[config.mk]
export PLATFORM = sky130hd
export DESIGN_NAME = rr_bus_arbiter
export DESIGN_NICKNAME = d
export VERILOG_FILES = /design/src/rtl/rr_bus_pkg.sv /design/src/rtl/rr_bus_arbiter_pick.sv /design/src/rtl/rr_bus_arbiter.sv
export SDC_FILE = /design/constraint.sdc
export NUM_CORES = 1
export LEC_CHECK = 0
export ABC_AREA = 1
export CAP_MARGIN = 20
export CORE_AREA = 2 2 197 199
export CTS_CLUSTER_DIAMETER = 100
export DETAILED_ROUTE_END_ITERATION = 12
export DIE_AREA = 0 0 199 201
export PLACE_DENSITY = 0.69
export SYNTH_ARGS = -nofsm -noshare
export SYNTH_HDL_FRONTEND = slang
export SYNTH_SLANG_ARGS = --single-unit
[constraint.sdc]
create_clock -name clk -period 2.4 [get_ports clk]
set_clock_uncertainty 0.1 [all_clocks]
set_input_delay 0.24 -clock clk [delete_from_list [all_inputs] [get_ports clk]]
set_output_delay 0.24 -clock clk [all_outputs]
set_load 0.02 [all_outputs]
[src/rtl/rr_bus_pkg.sv]
// Shared types and helpers for the round-robin bus arbiter.
// Holds the FSM state encoding, command codes and the wrap-around search.
package rr_bus_pkg;

    typedef enum logic [1:0] {
        IDLE,
        BUSY,
        RESP
    } state_e;

    localparam logic CMD_READ  = 1'b0;
    localparam logic CMD_WRITE = 1'b1;

    // Widest arbiter the search helper supports.
    localparam int MAX_M = 16;

    // First set bit of req at or after ptr, wrapping modulo n.
    // Both ptr and the loop offset are below n, so one subtraction wraps.
    function automatic logic [3:0] rr_search(
        input logic [MAX_M-1:0] req,
        input logic [3:0]       ptr,
        input logic [4:0]       n
    );
        logic [3:0] w;
        logic       found;
        logic [4:0] idx;
        w     = '0;
        found = 1'b0;
        for (int i = 0; i < MAX_M; i++) begin
            idx = 5'(ptr) + 5'(i);
            if (idx >= n) begin
                idx = idx - n;
            end
            if (!found && (5'(i) < n) && req[idx[3:0]]) begin
                w     = idx[3:0];
                found = 1'b1;
            end
        end
        return w;
    endfunction

endpackage

[src/rtl/rr_bus_arbiter_pick.sv]
// Combinational round-robin picker.
// Finds the first requester at or after ptr, wrapping around.
module rr_pick
    import rr_bus_pkg::*;
#(
    parameter int N  = 4,
    parameter int IW = (N > 1) ? $clog2(N) : 1
) (
    input  logic [N-1:0]  req,
    input  logic [IW-1:0] ptr,
    output logic          valid,
    output logic [IW-1:0] winner
);

    logic [MAX_M-1:0] req_pad;
    logic [3:0]       ptr_pad;
    logic [3:0]       win_pad;

    // Widen to the helper's fixed width and run the wrap-around search.
    always_comb begin
        req_pad = '0;
        req_pad[N-1:0] = req;
        ptr_pad = '0;
        ptr_pad[IW-1:0] = ptr;
        win_pad = rr_search(req_pad, ptr_pad, 5'(N));
        valid   = |req;
        winner  = win_pad[IW-1:0];
    end

endmodule

[src/rtl/rr_bus_arbiter.sv]
// N-master to one-slave bus arbiter with round-robin grant.
// The grant is locked from capture until the slave acks the transfer.
module rr_bus_arbiter
    import rr_bus_pkg::*;
#(
    parameter int N_MASTERS = 4,
    parameter int ADDR_W    = 32,
    parameter int DATA_W    = 32
) (
    input  logic                        clk,
    input  logic                        rst,
    input  logic [N_MASTERS-1:0]        m_req,
    input  logic [N_MASTERS-1:0]        m_cmd,
    input  logic [N_MASTERS*ADDR_W-1:0] m_addr,
    input  logic [N_MASTERS*DATA_W-1:0] m_wdata,
    output logic [N_MASTERS-1:0]        m_ack,
    output logic [N_MASTERS*DATA_W-1:0] m_rdata,
    output logic                        s_req,
    output logic                        s_cmd,
    output logic [ADDR_W-1:0]           s_addr,
    output logic [DATA_W-1:0]           s_wdata,
    input  logic                        s_ack,
    input  logic [DATA_W-1:0]           s_rdata,
    output logic [N_MASTERS-1:0]        grant
);

    localparam int IW = (N_MASTERS > 1) ? $clog2(N_MASTERS) : 1;
    localparam logic [IW-1:0] LAST = IW'(N_MASTERS - 1);

    state_e                      state_q, state_d;
    logic [IW-1:0]               ptr_q, ptr_d;
    logic [IW-1:0]               win_q, win_d;
    logic [N_MASTERS-1:0]        grant_q, grant_d;
    logic                        s_req_q, s_req_d;
    logic                        s_cmd_q, s_cmd_d;
    logic [ADDR_W-1:0]           s_addr_q, s_addr_d;
    logic [DATA_W-1:0]           s_wdata_q, s_wdata_d;
    logic [N_MASTERS-1:0]        m_ack_q, m_ack_d;
    logic [N_MASTERS*DATA_W-1:0] m_rdata_q, m_rdata_d;

    logic          pick_valid;
    logic [IW-1:0] pick_win;

    rr_pick #(
        .N  (N_MASTERS),
        .IW (IW)
    ) u_pick (
        .req    (m_req),
        .ptr    (ptr_q),
        .valid  (pick_valid),
        .winner (pick_win)
    );

    // Next-state: arbitrate in IDLE, hold in BUSY, pulse ack in RESP.
    always_comb begin
        state_d   = state_q;
        ptr_d     = ptr_q;
        win_d     = win_q;
        grant_d   = grant_q;
        s_req_d   = s_req_q;
        s_cmd_d   = s_cmd_q;
        s_addr_d  = s_addr_q;
        s_wdata_d = s_wdata_q;
        m_ack_d   = '0;
        m_rdata_d = '0;
        unique case (state_q)
            IDLE: begin
                if (pick_valid) begin
                    win_d            = pick_win;
                    grant_d          = '0;
                    grant_d[pick_win] = 1'b1;
                    s_req_d          = 1'b1;
                    s_cmd_d          = m_cmd[pick_win];
                    s_addr_d  = m_addr[pick_win*ADDR_W +: ADDR_W];
                    s_wdata_d = m_wdata[pick_win*DATA_W +: DATA_W];
                    state_d          = BUSY;
                end
            end
            BUSY: begin
                if (s_ack) begin
                    s_req_d        = 1'b0;
                    s_cmd_d        = 1'b0;
                    s_addr_d       = '0;
                    s_wdata_d      = '0;
                    m_ack_d[win_q] = 1'b1;
                    m_rdata_d[win_q*DATA_W +: DATA_W] = s_rdata;
                    ptr_d   = (win_q == LAST) ? '0 : win_q + 1'b1;
                    state_d = RESP;
                end
            end
            RESP: begin
                grant_d = '0;
                state_d = IDLE;
            end
            default: begin
                state_d = IDLE;
            end
        endcase
    end

    // State and registered outputs; reset abandons any transfer.
    always_ff @(posedge clk) begin
        if (rst) begin
            state_q   <= IDLE;
            ptr_q     <= '0;
            win_q     <= '0;
            grant_q   <= '0;
            s_req_q   <= 1'b0;
            s_cmd_q   <= 1'b0;
            s_addr_q  <= '0;
            s_wdata_q <= '0;
            m_ack_q   <= '0;
            m_rdata_q <= '0;
        end else begin
            state_q   <= state_d;
            ptr_q     <= ptr_d;
            win_q     <= win_d;
            grant_q   <= grant_d;
            s_req_q   <= s_req_d;
            s_cmd_q   <= s_cmd_d;
            s_addr_q  <= s_addr_d;
            s_wdata_q <= s_wdata_d;
            m_ack_q   <= m_ack_d;
            m_rdata_q <= m_rdata_d;
        end
    end

    assign grant   = grant_q;
    assign s_req   = s_req_q;
    assign s_cmd   = s_cmd_q;
    assign s_addr  = s_addr_q;
    assign s_wdata = s_wdata_q;
    assign m_ack   = m_ack_q;
    assign m_rdata = m_rdata_q;

endmodule

Word-level counts from Yosys, hierarchy flattened
Cells that the tools add are included.
- register bits: 208
- latch bits: 0
- RAM bits: 0
- bits in read-only memories: 0
- input port bits: 299
- output and inout port bits: 202
- logic and storage cells: 102
- memories: 0
- add/subtract/negate cells: 9
- multiply operators: 0
- div/mod/pow operators: 0
- order comparisons: 12
- equality and inequality tests: 5
- shift-type cells: 4
- multiplexer cells: 41
- bitwise operators: 3
- reduce and logical (&&, ||, !) cells: 18
- operators with widths (cell ; number):
    $shiftx 128x8->32 ; 2
    $and 128x128->128 ; 1
    $pmux 32 s2 ; 2
    $shift 32x34->128 const A ; 1
    $shiftx 32x34->128 ; 1
    $mux 32 ; 3
    $neg 7->34 ; 1
    $lt 4x5->1 const B ; 4
    $mux 4 ; 5
    $bmux 1 s4 ; 4
    $ge 5x3->1 const B ; 3
    $mux 2 ; 7
    $mux 1 ; 13
    $sub 4x3->4 const B ; 3
    $pmux 4 s2 ; 1
    $reduce_and 2->1 ; 4
    $add 2x2->3 const B ; 2
    $lt 2x3->1 const B ; 2
    $logic_and 1x1->1 ; 5
    $demux 1 s2 ; 2
    $eq 2x2->1 const B ; 2
    $ge 2x1->1 const B ; 2
    $ne 2x2->1 const B ; 2
    $pmux 1 s2 ; 2
    other kinds (14) ; 18

Longest topological paths before layout
Gate-level depths: netlist of the first run.
- depth in word-level cells: 20
- mapped depth: 18
- depth with buffers taken out: 16

Modules after synthesis
Synthesis of the first run repeated with hierarchy kept, for this count alone.
- cell total of the unflattened synthesis: 1391
- area, all modules: 9422.8 um^2
- modules (own cells, without submodules) (module ; times used ; cells an instance ; area each (um^2) ; seq. area each (um^2)):
    rr_bus_arbiter ; 1 ; 1338 ; 9131.3 ; 4164.0
    rr_pick ; 1 ; 53 ; 291.5 ; 0.0

Worst setup path before layout of the first run
No wires, ideal clock.
- kind: register -> register
- from: register ptr_q[0]
- to: register s_wdata_q[19] (netlist: s_wdata[19])
- arrival time: 2162 ps
- data required time: 2168 ps
- slack: 5 ps
- cell stages (with the launch flop): 16
- buffers on the path: 1
- cell sequence: dfxtp_1 inv_2 ha_1 inv_1 nand3_1 nand3_2 nand3_2 inv_2 nand3_2 nand2_2 clkbuf_1 nand2_1 nand3_1 nand2_1 nand2_1 a21oi_1
- longest elaborated chain between the ends: 17
- elaborated cells between the ends (all ways): 39
- classes of those cells: add/sub: 7; order compare: 4; shift: 1; mux: 21; reduce/logical: 6
- RTL lines (what ; RTL line ; RTL):
    from (decl) ; rr_bus_arbiter.sv:31 ; logic [IW-1:0] ptr_q, ptr_d;
    from (signal assigned) ; rr_bus_arbiter.sv:116 ; ptr_q <= ptr_d;
    parallel branches: the longest is 13 deep, another holds $sub 4x3->4 ; - ;
    $mux 2 * ; rr_bus_pkg.sv:34 ; if (!found && (5'(i) < n) && req[idx[3:0]]) begin
    $shiftx 128x8->32 * ; rr_bus_arbiter.sv:75 ; s_wdata_d = m_wdata[pick_win*DATA_W +: DATA_W];
    $mux 32 * ; rr_bus_arbiter.sv:68 ; if (pick_valid) begin
    $pmux 32 s2 * ; rr_bus_arbiter.sv:66 ; unique case (state_q)
    to (signal assigned) ; rr_bus_arbiter.sv:122 ; s_wdata_q <= s_wdata_d;
    to (decl) ; rr_bus_arbiter.sv:37 ; logic [DATA_W-1:0] s_wdata_q, s_wdata_d;
Mark *: on every way between the ends. The select of a mux whose other input is x is not followed.
A chain may end at the register's enable or synchronous reset.

Worst setup path in the final report of the first run
- from: register ptr_q[0]
- to: register s_addr_q[25] (netlist: s_addr[25])
- longest elaborated chain between the ends: 17
- elaborated cells between the ends (all ways): 39
- classes of those cells: add/sub: 7; order compare: 4; shift: 1; mux: 21; reduce/logical: 6
- RTL lines (what ; RTL line ; RTL):
    parallel branches: the longest is 13 deep, another holds $sub 4x3->4 ; - ;
    $mux 2 * ; rr_bus_pkg.sv:34 ;
    $shiftx 128x8->32 * ; rr_bus_arbiter.sv:74 ; s_addr_d = m_addr[pick_win*ADDR_W +: ADDR_W];
    $mux 32 * ; rr_bus_arbiter.sv:68 ;
    $pmux 32 s2 * ; rr_bus_arbiter.sv:66 ;
    to (signal assigned) ; rr_bus_arbiter.sv:121 ; s_addr_q <= s_addr_d;
    to (decl) ; rr_bus_arbiter.sv:36 ; logic [ADDR_W-1:0] s_addr_q, s_addr_d;
Marked as above.

==> results of run 1 <==
## per-stage QoR
stage | setup WS [ns] | area (sq um) | setup TNS, ns | power [W]
after global placement | -0.264 | 15600 | -7.34 | 0.00856
after global routing | -0.101 | 17700 | -3.36 | 0.0142
after CTS | -0.0219 | 16600 | -0.0529 | 0.0126
after floorplan | 0.00542 | 9780 | 0 | 0.00652
final | -0.0457 | 17700 | -0.0548 | 0.0135
after detailed placement | -0.332 | 15600 | -9.35 | 0.00858
## sequential cells by signal (all words and copies together), names as in the netlist
name and cells:
ptr_q 2, m_rdata 128, win_q 2, m_ack 4
grant 4, s_req 1, s_addr 32, state_q 2
s_wdata 32, s_cmd 1
## synth_stat cells, drive strengths merged
master | number | share of area, %
nand3 | 209 | 11
ha | 8 | 1.0
a211oi | 2 | 0.15
a21oi | 74 | 3.8
nand2 | 368 | 14
inv | 253 | 9.7
nand4 | 2 | 0.13
dfxtp | 208 | 43
nor3 | 129 | 6.6
nor2 | 13 | 0.55
clkbuf | 61 | 2.4
a22oi | 1 | 0.077
nand3b | 65 | 5.0
nor4 | 1 | 0.064
buf | 41 | 2.8
o21ai | 1 | 0.051
## layout make-up
class | instances | area share [%]
Clock inverter | 11 | 0.997
Clock buffer | 29 | 3.73
Timing Repair Buffer | 601 | 36.2
Tap cell | 518 | 3.66
Sequential cell | 208 | 23.6
Inverter | 253 | 5.45
Multi-Input combinational cell | 874 | 26.4
Antenna cell | 3 | 0.0424
## worst paths after layout
check                                 start          end  slack (ns)  depth (start not counted)
worst max-delay path               ptr_q[0]   s_addr[25]       -0.05                         16
worst min-delay path            s_rdata[21]  m_rdata[53]        0.24                          3
worst max register to register     ptr_q[0]   s_addr[25]       -0.05                         16
worst min register to register  s_wdata[31]  s_wdata[31]        0.36                          2
## worst max-delay path: stages (launching register included)
cell,delay [ns]
dfxtp_2,0.35
inv_2,0.06
ha_4,0.29
inv_4,0.05
nand3_2,0.07
nand2_1,0.06
nor2_1,0.11
buf_4,0.15
nand4_1,0.13
nand3_2,0.13
nand2_4,0.12
clkinv_8,0.12
clkbuf_16,0.20
nand3_1,0.09
nand2_1,0.07
nand2_1,0.06
a21oi_1,0.17
## layer usage
layer	GRT usage, %	wire, microns	part of all wire, %	vias up
met2	35.1	21700	49	593
met1	21.6	17200	39	5242
li1	-	-	-	5548
met3	4.05	3500	7.9	97
met5	0	0	0	-
met4	8.16	1940	4.4	0
## cell families after synthesis
group,after synthesis
flip-flops,208
buffers and inverters,355
adder cells (fa/ha/maj),8
AO/OA/AOI/OAI,78
AND/OR/NAND/NOR,787
## report_power, final
| part | switching, W | internal, W | total, W | leakage [nW] |
|---|---|---|---|---|
| registers | 0.000201 | 0.00374 | 0.00394 | 1.69 |
| clock network | 0.00150 | 0.00240 | 0.00390 | 0.413 |
| logic | 0.00310 | 0.00258 | 0.00568 | 5.74 |
## repair_timing
| item | in CTS | in global routing |
|---|---|---|
| endpoints found under the hold margin | 5 | 0 |
| cloned | 1 | 18 |
| setup endpoints to repair | 66 | 68 |
| pin swaps | 2 | 60 |
| gates resized for setup | 17 | 144 |
| buffers inserted | 4 | 13 |
| hold buffers | 1 | 0 |
==> impl_metrics.tcl, run 1 <==
set metrics [dict create \
    area_growth_pct 80.8 \
    die_x_microns 199 \
    drt_iter0_drc 476 \
    multi_input_area_sq_um 4660 \
    grt_pass1_vias 10812 \
    synth_cells 1436 \
    die_h_microns 201 \
    dpl.hpwl_microns 30500 \
    dieArea_sq_um 40000 \
    ant_nets 0 \
    synth_xor_area_share_pct 0 \
    synthSimpleGateAreaFrac_pct 37.4 \
    initial_core_util_pct 25.7 \
    cts.path.max_buffers 3 \
    cts_made_buffers 24 \
    io_pins 501 \
    dr.pass1.iters 5 \
    overflow 0 \
    postSynthAreaPerCell_sq_um 6.81 \
    cts_tree "built" \
    path_max_fanout 16 \
    cts.sinks 208 \
    setup_viol 2 \
    routed_wl_microns 44300 \
    synth_seq_cells 208 \
    startpoint_type "flip-flop" \
    min_path_type "in -> reg" \
    ys_types 24 \
    fillCellCount 3705 \
    fin_cells 2497 \
    synthesis.area_sq_um 9780 \
    synth_top_family_by_area "simple AND/OR/NAND/NOR gates" \
    hold_violations 0 \
    utilization_pct 46.4 \
    clk_latency_ns 0.52 \
    synth_compound_area_share_pct 4.07 \
    drc_errors 0 \
    ir_worst_vdd_v 0.000458 \
    rows 72 \
    numPortBuffers 500 \
    via_per_inst 4.60 \
    leakage_nw 7.85 \
    grt_util_all_layers_pct 19.3 \
    dp_cells 2418 \
    slew_viol_final 0 \
    layout-drive-gt1-share_pct 12.7 \
    critPathCaptureType "flip-flop" \
    cts_root_buf "clkbuf_16" \
    fin_crit_sh_pct 102 \
    finalNetCount 2269 \
    synth.area.mux_share_pct 0 \
    num_vias 11480 \
    seq_area_frac_synth_pct 42.6 \
    wl_per_cell_microns 17.7 \
    grt_max_degree 76 \
    core_sq_um 38100 \
    antenna_found_initial 2 \
    status "finished with violations" \
    mostFrequentLayoutCells "clkdlybuf4s50_1 (499), nand2_1 (329), inv_1 (244)" \
    syn_nets 1743 \
    setup_ws_ns -0.0457 \
    finalWeightedCongestion 0.904 \
    seqCellArea_sq_um 4170 \
    cp.arrival_ns 2.77 \
    synth_fa_ha_area_share_pct 1.02 \
    required_ns 2.73 \
    cap_viol_max_count 0 \
    clkTransAtPathRegs_ns 0.06 \
    violations "setup timing" \
    htree_levels 1 \
    p_per_area_nw_per_um2 764 \
    relSlewSlack_pct 35.3 \
    tightest_slew_ns 0.971 \
    worst-setup-path-type "reg -> reg" \
    rsz0062_at_grt "yes" \
    layout_commonest_cell "clkdlybuf4s50_1" \
    fmax_ghz 0.409 \
    grt_pass1_wl_microns 60400 \
    layout_min_cycle_time_ns 2.45 \
    hold_ws_ns 0.240 \
    ys_warn_count 0 \
]
Power figures use the tool's default switching activity.
==> inputs of run 2 (changes only) <==
- CTS_BUF_LIST: unset -> sky130_fd_sc_hd__clkbuf_8
- PLACE_DENSITY: 0.69 -> 0.67
- clock period: 2.4 -> 3.2 ns (I/O delays scaled with it)
==> run 2 against run 1 <==
Effect of this change:
- the run now ends clean
- largest cell class unchanged
- hold slack improved by 0.073 ns
- die area unchanged
- critical endpoint is now s_addr[16]
- register-to-register slack improved by 0.31 ns
==> impl_metrics.tcl, run 2 (same netlist as run 1, synthesis figures left out) <==
set metrics [dict create \
    status "finished clean" \
    rows 72 \
    grt_pass1_vias 10577 \
    initial_core_util_pct 25.7 \
    final_cell_area_sq_um 16200 \
    cts_tree "built" \
    cap_viol_max_count 0 \
    rsz0062_at_grt "no" \
    startpoint_type "flip-flop" \
    clk_latency_ns 0.53 \
    mostFrequentLayoutCells "clkdlybuf4s50_1 (499), nand2_1 (363), inv_1 (254)" \
    worst-setup-path-type "reg -> reg" \
    fin_tns_setup_ns 0 \
    num_vias 10920 \
    crit_path_frequent_cell "nand2_1" \
    fillCellCount 3907 \
    slowest_delay_ns 0.40 \
    core_sq_um 38100 \
    dr.pass1.iters 5 \
    fmax_ghz 0.340 \
    wl_per_cell_microns 15.8 \
    seqCellArea_sq_um 4170 \
    grt_util_all_layers_pct 18.6 \
    finalNetCount 2213 \
    dieArea_sq_um 40000 \
    multi_input_area_sq_um 4200 \
    min_path_type "in -> reg" \
    cp.arrival_ns 3.21 \
    fin_crit_sh_pct 91.8 \
    finalWeightedCongestion 0.900 \
    die_h_microns 201 \
    p_seq_share_pct 32.7 \
    grt_pass1_wl_microns 58400 \
    setup_ws_ns 0.261 \
    htree_levels 2 \
    die_x_microns 199 \
    drc_errors 0 \
    drt_iter0_drc 462 \
    hold_violations 0 \
    path_max_fanout 56 \
    layout_min_cycle_time_ns 2.94 \
    layout_commonest_cell "clkdlybuf4s50_1" \
    tightest_slew_ns 0.900 \
    comb_power_share_pct 36.4 \
    slew_viol_final 0 \
    p_per_area_nw_per_um2 554 \
    overflow 0 \
    layout-drive-gt1-share_pct 5.84 \
    area_growth_pct 65.4 \
    io_pins 501 \
    ir_worst_vdd_v 0.000260 \
    cts_root_buf "clkbuf_8" \
    critPathCaptureType "flip-flop" \
    numPortBuffers 500 \
    cts_made_buffers 38 \
    largest_register_ffs 128 \
    leakage_nw 7.19 \
    relSlewSlack_pct 40.0 \
    via_per_inst 4.44 \
    finalPower_w 0.00896 \
    cp_slowest_cell "dfxtp_1" \
    clkTransAtPathRegs_ns 0.06 \
    netSwitchingPower_w 0.00317 \
    antenna_found_initial 10 \
    swShare_pct 35.4 \
    routed_wl_microns 38700 \
    setup_viol 0 \
    cts.sinks 208 \
    dpl.hpwl_microns 28800 \
    cts.path.max_buffers 3 \
    power_frac_clock_pct 30.9 \
    grt_max_degree 131 \
    placed_area_sq_um 15300 \
    dp_slack_ns 0.214 \
    worstPathCellList "inv_1 > ha_1 > inv_1 > nand3_1 > inv_2 > nor2_2 > nand2_1 > nand2_1 > nand2_1 > nand2_4 > buf_12 > buf_12 > nand3_1 > nand3_1 > nand2_1 > nand2_1 > a21oi_1" \
    ant_nets 0 \
    required_ns 3.48 \
    intPower_w 0.00579 \
]
run 2: routing by layer:
metal	up-vias	GRT usage (%)	wire, microns	part of all wire, %
met5	-	0	59	0.15
met4	8	7.89	1370	3.5
met1	4905	20.2	15000	39
met2	481	33.1	18700	48
met3	81	5.85	3660	9.4
li1	5445	-	-	-
run 2: layout make-up:
type / count / share of cell area, %
Timing Repair Buffer: 532 / 33.1
Tap cell: 518 / 4.01
Multi-Input combinational cell: 873 / 26.0
Clock inverter: 17 / 0.843
Inverter: 253 / 5.87
Sequential cell: 208 / 25.7
Antenna cell: 5 / 0.0773
Clock buffer: 52 / 4.42
run 2: metrics by stage:
step | util, % | cells | hold WS [ns]
global route | 42.4 | 2455 | 0.311
global placement | 40.1 | 2382 | 0.353
detailed placement | 40.1 | 2382 | 0.355
floorplan | - | 1436 | 0.304
CTS | 42.3 | 2452 | 0.265
finish | 42.5 | 2458 | 0.313
run 2: timing repair:
| item | in CTS | in global routing |
|---|---|---|
| hold buffers | 1 | 0 |
| resized for setup | 0 | 2 |
| endpoints found under the hold margin | 2 | 0 |
| buffers inserted | 0 | 0 |
| setup endpoints to repair | 0 | 31 |
run 2: worst max-delay path, delay by kind of cell, from the launching register on:
kind,cells,cell delay [ns]
buffers and inverters,5,0.80
AOI/OAI and AO/OA,1,0.07
and+or+nand+nor,10,0.99
DFF,1,0.40
adders and majority gates,1,0.35
run 2: power groups by stage:
stage | Clock, W | Combinational [W] | Sequential, W
after floorplan | 0 | 0.00169 | 0.00320
after global placement | 0 | 0.00324 | 0.00298
after detailed placement | 0 | 0.00326 | 0.00299
after CTS | 0.00286 | 0.00328 | 0.00293
after global routing | 0.00295 | 0.00359 | 0.00295
final | 0.00277 | 0.00326 | 0.00293
run 2: final timing paths:
path	from	endpoint	slack, ns	cells past startpoint
hold / removal	s_rdata[0]	m_rdata[0]	0.31	3
setup reg to reg	ptr_q[1]	s_addr[16]	0.26	17
setup / recovery	ptr_q[1]	s_addr[16]	0.26	17
hold reg to reg	s_addr[24]	s_addr[24]	0.36	2
==> inputs of run 3 (changes only) <==
- PLACE_DENSITY: 0.67 -> 0.58
==> run 3 against run 2 <==
Effect of this change:
- sequential share of layout area rose by 0.28 points
- register-to-register slack improved by 0.07 ns
- via count increased by 0.94%
- setup slack gained 0.071 ns
- sequential power about the same
- wire length is 7.4% higher
- cell area is 1.1% lower
- clock-buffer cell count shrank 3
==> impl_metrics.tcl, run 3 (same netlist as run 1, synthesis figures left out) <==
set metrics [dict create \
    status "finished clean" \
    core_sq_um 38100 \
    netSwitchingPower_w 0.00320 \
    layout-drive-gt1-share_pct 5.15 \
    fmax_ghz 0.349 \
    cp.arrival_ns 3.15 \
    wl_met2_microns 19700 \
    power_frac_clock_pct 28.8 \
    cts_made_buffers 38 \
    die_x_microns 199 \
    finalWeightedCongestion 0.951 \
    htree_levels 2 \
    wirelength_met1_microns 16500 \
    required_ns 3.48 \
    cts_root_buf "clkbuf_8" \
    num_vias 11023 \
    overflow 0 \
    min_path_type "in -> reg" \
    cap_viol_max_count 0 \
    hold_violations 0 \
    relSlewSlack_pct 37.1 \
    antenna_found_initial 10 \
    area_growth_pct 63.6 \
    cts.sinks 208 \
    via_per_inst 4.51 \
    io_pins 501 \
    wl_per_cell_microns 17.0 \
    ir_worst_vdd_v 0.000341 \
    layout_min_cycle_time_ns 2.87 \
    routed_wl_microns 41600 \
    largest_register_ffs 128 \
    dpl.hpwl_microns 30700 \
    ant_nets 0 \
    rows 72 \
    grt_max_degree 131 \
    grt_util_all_layers_pct 20.2 \
    slew_viol_final 0 \
    setup_viol 0 \
    fillCellCount 4003 \
    clk_latency_ns 0.54 \
    placed_area_sq_um 15200 \
    utilization_pct 42.0 \
    startpoint_type "flip-flop" \
    swShare_pct 36.7 \
    layout_commonest_cell "clkdlybuf4s50_1" \
    initial_core_util_pct 25.7 \
    hold_ws_ns 0.305 \
    clkTransAtPathRegs_ns 0.06 \
    numPortBuffers 500 \
    p_per_area_nw_per_um2 544 \
    finalNetCount 2205 \
    grt_pass1_vias 10937 \
    intPower_w 0.00551 \
    grt_pass1_wl_microns 62700 \
    critPathCaptureType "flip-flop" \
    tightest_slew_ns 0.943 \
    highest_layer "met5" \
    fin_tns_setup_ns 0 \
    final_cell_area_sq_um 16000 \
    drt_iter0_drc 529 \
    leakage_nw 7.09 \
    drc_errors 0 \
    die_h_microns 201 \
    cts_tree "built" \
    dieArea_sq_um 40000 \
    cts.path.max_buffers 3 \
    path_max_fanout 130 \
    p_seq_share_pct 33.6 \
    wl_met3_microns 3900 \
    worst-setup-path-type "reg -> reg" \
    fin_crit_sh_pct 89.6 \
    dr.pass1.iters 5 \
    rsz0062_at_grt "no" \
    comb_power_share_pct 37.6 \
    mostFrequentLayoutCells "clkdlybuf4s50_1 (499), nand2_1 (363), inv_1 (255)" \
]
[run 3: layer usage]
metal  track usage, %  up-vias
li1                 -     5417
met4             7.60        4
met5                0        -
met2             35.0      497
met3             6.20       83
met1             23.2     5022
[run 3: stage by stage]
step                      setup WS (ns)  power [W]  instances
final                             0.332    0.00871       2446
after global placement            0.310    0.00625       2375
after floorplan                   0.805    0.00489       1436
after CTS                         0.231    0.00883       2440
after detailed placement          0.266    0.00627       2375
after global routing             0.0682    0.00926       2444
[run 3: final timing paths]
path               start     endpoint  slack (ns)  cells after the start
max             ptr_q[1]   s_addr[27]        0.33                     14
min          s_rdata[14]  m_rdata[78]        0.31                      3
max reg2reg     ptr_q[1]   s_addr[27]        0.33                     14
min reg2reg   s_addr[23]   s_addr[23]        0.36                      2
[run 3: power groups by stage]
stage	combinational, W	sequential [W]	clock, W
after floorplan	0.00169	0.00320	0
after global placement	0.00327	0.00298	0
after detailed placement	0.00329	0.00298	0
after CTS	0.00330	0.00293	0.00260
after global routing	0.00361	0.00295	0.00270
final	0.00327	0.00293	0.00251
[run 3: what timing repair did]
item                       CTS  global route
hold endpoints to repair     1             0
setup endpoints to repair    0            29
gates resized for setup      0             2
buffers inserted             0             0
hold buffers                 1             0
[run 3: final cells by class]
cell class | instances | area, sq um | share of cell area (%)
Timing Repair Buffer | 524 | 5290 | 33.0
Multi-Input combinational cell | 873 | 4190 | 26.2
Sequential cell | 208 | 4170 | 26.0
Inverter | 253 | 950 | 5.93
Clock buffer | 49 | 674 | 4.21
Tap cell | 518 | 648 | 4.05
Clock inverter | 15 | 75.1 | 0.469
Antenna cell | 6 | 15.0 | 0.0938
[run 3: worst max-delay path: stages (launching register included)]
cell and delay, ns:
dfxtp_1 0.40, inv_1 0.16, ha_1 0.34, inv_1 0.09
nand3_1 0.14, nand3_2 0.12, nand3_2 0.13, inv_2 0.06
nand3_4 0.08, buf_12 0.38, nand3b_1 0.15, nand3_1 0.18
nand2_1 0.07, nand2_1 0.06, a21oi_1 0.06
